**src/rtl/interrupt_sequencer_pkg.sv**
```systemverilog
// interrupt_sequencer_pkg
// Shared types and constants for the 6502 interrupt entry sequencer:
//   state encodings, request kinds, vector addresses and push_sel codes,
//   plus a helper that maps a request kind to its vector address.
package interrupt_sequencer_pkg;

  typedef enum logic [2:0] {
    S_RESET_HOLD,
    S_IDLE,
    S_DUMMY,
    S_PUSH_PCH,
    S_PUSH_PCL,
    S_PUSH_P,
    S_VEC_LO,
    S_VEC_HI
  } state_e;

  typedef enum logic [1:0] {
    K_RES,
    K_NMI,
    K_BRK,
    K_IRQ
  } kind_e;

  localparam logic [15:0] VEC_NMI = 16'hFFFA;
  localparam logic [15:0] VEC_RES = 16'hFFFC;
  localparam logic [15:0] VEC_IRQ = 16'hFFFE;

  localparam logic [1:0] PSEL_NONE = 2'b00;
  localparam logic [1:0] PSEL_PCH  = 2'b01;
  localparam logic [1:0] PSEL_PCL  = 2'b10;
  localparam logic [1:0] PSEL_P    = 2'b11;

  function automatic logic [15:0] kind_vec(input kind_e k);
    case (k)
      K_NMI:   return VEC_NMI;
      K_RES:   return VEC_RES;
      default: return VEC_IRQ;
    endcase
  endfunction

endpackage

```
**src/rtl/interrupt_sequencer_nmi_edge_detect.sv**
```systemverilog
// nmi_edge_detect
// Registers the active-low NMI line and latches a pending flag on a
// falling edge (sampled 1, then 0). A new edge wins over a clear in the
// same cycle so an NMI arriving exactly at vector fetch is not lost.
// Ports:
//   clk, rst_n   clock, async active-low reset
//   i_nmi        NMI line (active low, synchronous to clk)
//   i_clr        clear the pending flag
//   o_edge       falling edge seen this cycle (combinational)
//   o_pending    registered pending flag
module nmi_edge_detect (
  input  logic clk,
  input  logic rst_n,
  input  logic i_nmi,
  input  logic i_clr,
  output logic o_edge,
  output logic o_pending
);

  logic r_nmi_q;
  logic r_pending;

  assign o_edge    = r_nmi_q & ~i_nmi;
  assign o_pending = r_pending;

  always_ff @(posedge clk or negedge rst_n) begin
    if (!rst_n) begin
      r_nmi_q   <= 1'b1;
      r_pending <= 1'b0;
    end else begin
      r_nmi_q   <= i_nmi;
      r_pending <= o_edge | (r_pending & ~i_clr);
    end
  end

endmodule

```
**src/rtl/interrupt_sequencer.sv**
```systemverilog
// interrupt_sequencer
// Runs the seven-cycle 6502 entry flow for reset, NMI, BRK and IRQ:
// arbitration at the opcode-fetch (sync) cycle, one dummy read, three
// stack pushes (PCH, PCL, P), then the two vector reads into the PC.
// Reset runs the same flow with the push writes turned into reads.
// Parameter:
//   STACK_PAGE      high address byte of push cycles
// Ports:
//   clk, res        clock, async active-low reset
//   rdy             low stalls read cycles only
//   nmi, irq        active-low requests (NMI edge, IRQ level)
//   i_flag          status I bit (masks IRQ)
//   sync, brk_op    decoder opcode-fetch cycle / BRK opcode present
//   sp              current stack pointer
//   busy            sequence active, decoder holds
//   addr_override, addr, rw   bus control while overriding
//   push_sel, b_flag          data-out source and B bit for pushed P
//   sp_dec, pcl_load, pch_load, set_i, pc_inc_inhibit, ack   strobes
// Build option:
//   INT_NMI_HIJACK_EN  an NMI edge seen during the dummy/push cycles of an
//                      IRQ/BRK entry redirects the vector to FFFA.
module interrupt_sequencer
  import interrupt_sequencer_pkg::*;
#(
  parameter logic [7:0] STACK_PAGE = 8'h01
) (
  input  logic        clk,
  input  logic        res,
  input  logic        rdy,
  input  logic        nmi,
  input  logic        irq,
  input  logic        i_flag,
  input  logic        sync,
  input  logic        brk_op,
  input  logic [7:0]  sp,
  output logic        busy,
  output logic        addr_override,
  output logic [15:0] addr,
  output logic        rw,
  output logic [1:0]  push_sel,
  output logic        b_flag,
  output logic        sp_dec,
  output logic        pcl_load,
  output logic        pch_load,
  output logic        set_i,
  output logic        pc_inc_inhibit,
  output logic        ack
);

  state_e      r_state, w_next;
  kind_e       r_kind;
  logic [15:0] r_vec;

  logic  w_nmi_edge, w_nmi_pending, w_nmi_req, w_irq_req;
  logic  w_win_valid, w_is_read, w_adv, w_nmi_clr, w_push;
  kind_e w_win;

  nmi_edge_detect u_nmi (
    .clk       (clk),
    .rst_n     (res),
    .i_nmi     (nmi),
    .i_clr     (w_nmi_clr),
    .o_edge    (w_nmi_edge),
    .o_pending (w_nmi_pending)
  );

  // A fresh edge in the sync cycle itself counts, so an NMI that falls
  // together with sync is taken immediately.
  assign w_nmi_req = w_nmi_pending | w_nmi_edge;
  assign w_irq_req = ~irq & ~i_flag;

  assign w_push = (r_state == S_PUSH_PCH) || (r_state == S_PUSH_PCL) ||
                  (r_state == S_PUSH_P);

  // Read cycles stall on rdy; reset pushes are reads, so they stall too.
  assign w_is_read = (r_state == S_DUMMY) || (r_state == S_VEC_LO) ||
                     (r_state == S_VEC_HI) || (w_push && (r_kind == K_RES));
  assign w_adv     = ~w_is_read | rdy;
  assign w_nmi_clr = (r_state == S_VEC_LO) && w_adv && (r_vec == VEC_NMI);

  always_comb begin
    w_win_valid = 1'b1;
    w_win       = K_IRQ;
    if (w_nmi_req)      w_win = K_NMI;
    else if (brk_op)    w_win = K_BRK;
    else if (w_irq_req) w_win = K_IRQ;
    else                w_win_valid = 1'b0;
  end

  always_ff @(posedge clk or negedge res) begin
    if (!res) r_state <= S_RESET_HOLD;
    else      r_state <= w_next;
  end

  always_ff @(posedge clk or negedge res) begin
    if (!res) begin
      r_kind <= K_RES;
      r_vec  <= VEC_RES;
    end else begin
      case (r_state)
        S_RESET_HOLD: begin
          r_kind <= K_RES;
          r_vec  <= VEC_RES;
        end
        S_IDLE: begin
          if (sync && w_win_valid) begin
            r_kind <= w_win;
            r_vec  <= kind_vec(w_win);
          end
        end
`ifdef INT_NMI_HIJACK_EN
        S_DUMMY, S_PUSH_PCH, S_PUSH_PCL, S_PUSH_P: begin
          // B bit keeps the original kind; only the vector moves.
          if (((r_kind == K_IRQ) || (r_kind == K_BRK)) && w_nmi_req)
            r_vec <= VEC_NMI;
        end
`endif
        default: ;
      endcase
    end
  end

  always_comb begin
    w_next         = r_state;
    busy           = (r_state != S_IDLE);
    addr_override  = 1'b0;
    addr           = 16'h0000;
    rw             = 1'b1;
    push_sel       = PSEL_NONE;
    b_flag         = 1'b0;
    sp_dec         = 1'b0;
    pcl_load       = 1'b0;
    pch_load       = 1'b0;
    set_i          = 1'b0;
    pc_inc_inhibit = 1'b0;
    ack            = 1'b0;

    case (r_state)
      S_RESET_HOLD: w_next = S_DUMMY;
      S_IDLE: begin
        if (sync && w_win_valid) begin
          w_next         = S_DUMMY;
          pc_inc_inhibit = (w_win == K_NMI) || (w_win == K_IRQ);
        end
      end
      S_DUMMY: if (w_adv) w_next = S_PUSH_PCH;
      S_PUSH_PCH, S_PUSH_PCL, S_PUSH_P: begin
        addr_override = 1'b1;
        addr          = {STACK_PAGE, sp};
        rw            = (r_kind == K_RES);
        b_flag        = (r_kind == K_BRK);
        // One decrement per completed push, even if a reset push stalls.
        sp_dec        = w_adv;
        case (r_state)
          S_PUSH_PCH: begin push_sel = PSEL_PCH; if (w_adv) w_next = S_PUSH_PCL; end
          S_PUSH_PCL: begin push_sel = PSEL_PCL; if (w_adv) w_next = S_PUSH_P;   end
          default:    begin push_sel = PSEL_P;   if (w_adv) w_next = S_VEC_LO;   end
        endcase
      end
      S_VEC_LO: begin
        addr_override = 1'b1;
        addr          = r_vec;
        pcl_load      = 1'b1;
        set_i         = 1'b1;
        if (w_adv) w_next = S_VEC_HI;
      end
      S_VEC_HI: begin
        addr_override = 1'b1;
        addr          = r_vec + 16'd1;
        pch_load      = 1'b1;
        ack           = 1'b1;
        if (w_adv) w_next = S_IDLE;
      end
      default: w_next = S_RESET_HOLD;
    endcase
  end

endmodule

```
**config.mk**
```make
export PLATFORM = sky130hd
export DESIGN_NAME = interrupt_sequencer
export DESIGN_NICKNAME = d
export VERILOG_FILES = /design/src/rtl/interrupt_sequencer_pkg.sv /design/src/rtl/interrupt_sequencer_nmi_edge_detect.sv /design/src/rtl/interrupt_sequencer.sv
export SDC_FILE = /design/constraint.sdc
export NUM_CORES = 1
export LEC_CHECK = 0
export CAP_MARGIN = 30
export CORE_ASPECT_RATIO = 1.1
export CORE_MARGIN = 5
export CORE_UTILIZATION = 45
export CTS_CLUSTER_DIAMETER = 30
export DETAILED_ROUTE_END_ITERATION = 16
export DONT_BUFFER_PORTS = 1
export HOLD_SLACK_MARGIN = 0.12
export PLACE_DENSITY = 0.67
export SLEW_MARGIN = 40
export SYNTH_ARGS = -nofsm -noshare
export SYNTH_HDL_FRONTEND = slang
export SYNTH_HIERARCHICAL = 1
export SYNTH_SLANG_ARGS = --single-unit
```
**constraint.sdc**
```tcl
create_clock -name clk -period 2.71 [get_ports clk]
set_input_delay 0.542 -clock clk [delete_from_list [all_inputs] [get_ports clk]]
set_output_delay 0.542 -clock clk [all_outputs]
set_load 0.05 [all_outputs]
```
==> flow_summary.json <==
{
  "drv_slew": 0,
  "core_area_mm2": 0.00161,
  "fp-row-count": 15,
  "grt_max_degree": 17,
  "synthFlopType": "dfrtp_1",
  "grt.overflow.total": 0,
  "drt_first_pass_iters": 4,
  "nFillCells": 158,
  "top_usage_layer": "met2",
  "dp.cells": 115,
  "finClkSkew_ns": 0.00447,
  "final_nets": 120,
  "fin_crit_sh": 0.887,
  "synth_cells": 96,
  "setup_viol": 0,
  "synth-compound-area-share": 0.264,
  "yosys.area_share.simple": 0.288,
  "hold_violations": 0,
  "cts_buffers": 3,
  "yosysTopAreaCellShare": 0.225,
  "avgSynthCellArea_um2": 8.09,
  "clk_path_buf_depth": 2,
  "clk_latency_ns": 0.27,
  "die_x_um": 49.6,
  "post_drt_wl_per_cell_um": 15.3,
  "worstPathMaxFanout": 16,
  "viasPerCell": 5.78,
  "fin_cells": 120,
  "place_hpwl_um": 1420,
  "cts.clk_slew.worst_paths_ns": 0.06,
  "critPathKind": "flip-flop to primary output",
  "synth_mux_area_frac": 0.0129,
  "first_global_vias": 643,
  "ys_seq_area_frac": 0.293,
  "syn_to_final_growth_pct": 11.9,
  "grtUsageTotal": 0.153,
  "synth_area_leaders": "dfrtp_1 23%, buf_4 9.7%, dfstp_2 6.8%",
  "gp_congestion": 0.848,
  "cp.arrival_ns": 1.86,
  "ant_nets": 0,
  "cts-root-buf": "clkbuf_4",
  "vias": 694,
  "ys_seq_elements": 9,
  "grt_setup_unrepaired": "no",
  "antenna_found_initial": 0,
  "synth_xor_area_frac": 0.0113,
  "cts_resized": 0,
  "pin_count": 44,
  "final_layout_size_suffix_gt1_frac": 0.282,
  "synth_area_leader_cell": "dfrtp_1",
  "clock-sinks": 9,
  "drt-total-wl_um": 1830,
  "n_antenna_cell": 0,
  "min_period_ns": 2.40,
  "dieHeight_um": 53.6,
  "worst_pin_slew_ns": 0.525,
  "fin_util": 0.539,
  "slew_headroom": 0.651,
  "placed_area_um2": 833,
  "startpoint_type": "flip-flop",
  "max_cap_violations": 0,
  "synth_common_cells": "14 x nand2_1, 14 x nor2_1, 10 x buf_4",
  "synth_top_family_by_area": "simple AND/OR/NAND/NOR gates",
  "async_flop_share": 1.00,
  "htreeDepth": 1,
  "grt_use_met1": 0.182,
  "worst-endpoint-required_ns": 2.17,
  "tritoncts": "yes",
  "dieArea_mm2": 0.00266,
  "initial_core_util": 0.481,
  "grt_util_met3": 0.0803,
  "gr-usage-met2": 0.229,
  "port_buffers": 0,
  "syn-cell-area_um2": 777,
  "grt_pass1_wl_um": 3040,
  "drt_iter0_markers": 12,
  "synth-edff-count": 0,
  "fin_tns_setup_ns": 0,
  "synth_cell_types": 35,
  "cp-end-kind": "primary output",
  "drc": 0,
  "synth_warnings": 6,
  "syn_nets": 112,
  "fin_area_um2": 870,
  "yosys.area_share.adder": 0,
  "status": "finished, final reports clean",
  "hold_path.class": "input port to flip-flop",
  "fmax_mhz": 416
}
==> area by class of cell <==
class / count / area (µm²) / area share
inverters: 4 / 16.3 / 0.0187
flip-flops and latches: 9 / 228 / 0.262
well taps: 17 / 21.3 / 0.0245
multi-input cells: 72 / 458 / 0.527
repair buffers: 14 / 120 / 0.138
clock buffers: 4 / 26.3 / 0.0302
==> through the flow <==
stage               hold WS, ns  worst slack (ns)
floorplan                 0.246             0.240
global route              0.233             0.176
detailed placement        0.247             0.631
finish                    0.264             0.306
CTS                       0.249             0.319
global placement          0.247             0.686
==> routing by layer <==
| metal | vias up | wire [µm] |
|---|---|---|
| met1 | 315 | 769 |
| met2 | 28 | 852 |
| met5 | - | 0 |
| met4 | 0 | 36 |
| li1 | 346 | - |
| met3 | 5 | 176 |
==> registers in the layout, indices dropped and copies added, names as in the netlist <==
name	cells
u_nmi/r_nmi_q	1
u_nmi/o_pending	1
r_vec	2
r_state	3
r_kind	2
==> cell families (layout without fill, tap and decap cells) <==
family          after synthesis  after routing
flops                         9              9
xor+xnor                      1              1
compound gates               25             25
mux                           1              1
simple gates                 45             45
buf+inv                      15             22
==> critical path, stage by stage (launching register included) <==
cell and delay (ns):
dfrtp_1 0.65, nor2b_1 0.20, a21oi_1 0.28, or2_1 0.45
==> path summary, 6_finish.rpt <==
check                           startpoint              end  slack [ns]  cells after the start
max                             r_state[2]               rw        0.31                      3
min                                    nmi    u_nmi/r_nmi_q        0.26                      0
max reg2reg                     r_state[2]       r_state[1]        0.91                      3
min reg2reg                u_nmi/o_pending  u_nmi/o_pending        0.54                      1
max in group asynchronous              res    u_nmi/r_nmi_q        1.74                      1
min in group asynchronous              res       r_state[1]        0.64                      1
==> cell usage in the layout, fill, tap and decap left out, drive strengths merged, types with 3 or more instances in the layout <==
master and n:
o21ai 5, nor2b 4, nor2 15, buf 13, clkbuf 4, a22o 5
inv 3, nand2 14, a21oi 5, dfrtp 7
==> repair_timing <==
item,CTS,global route
endpoints found under the setup margin,0,0
hold buffers,1,0
hold endpoints to repair,9,0
buffers inserted,0,0
Power is not shown: default switching activity piles up to over one toggle a cycle in this logic, so the estimate is an artifact.
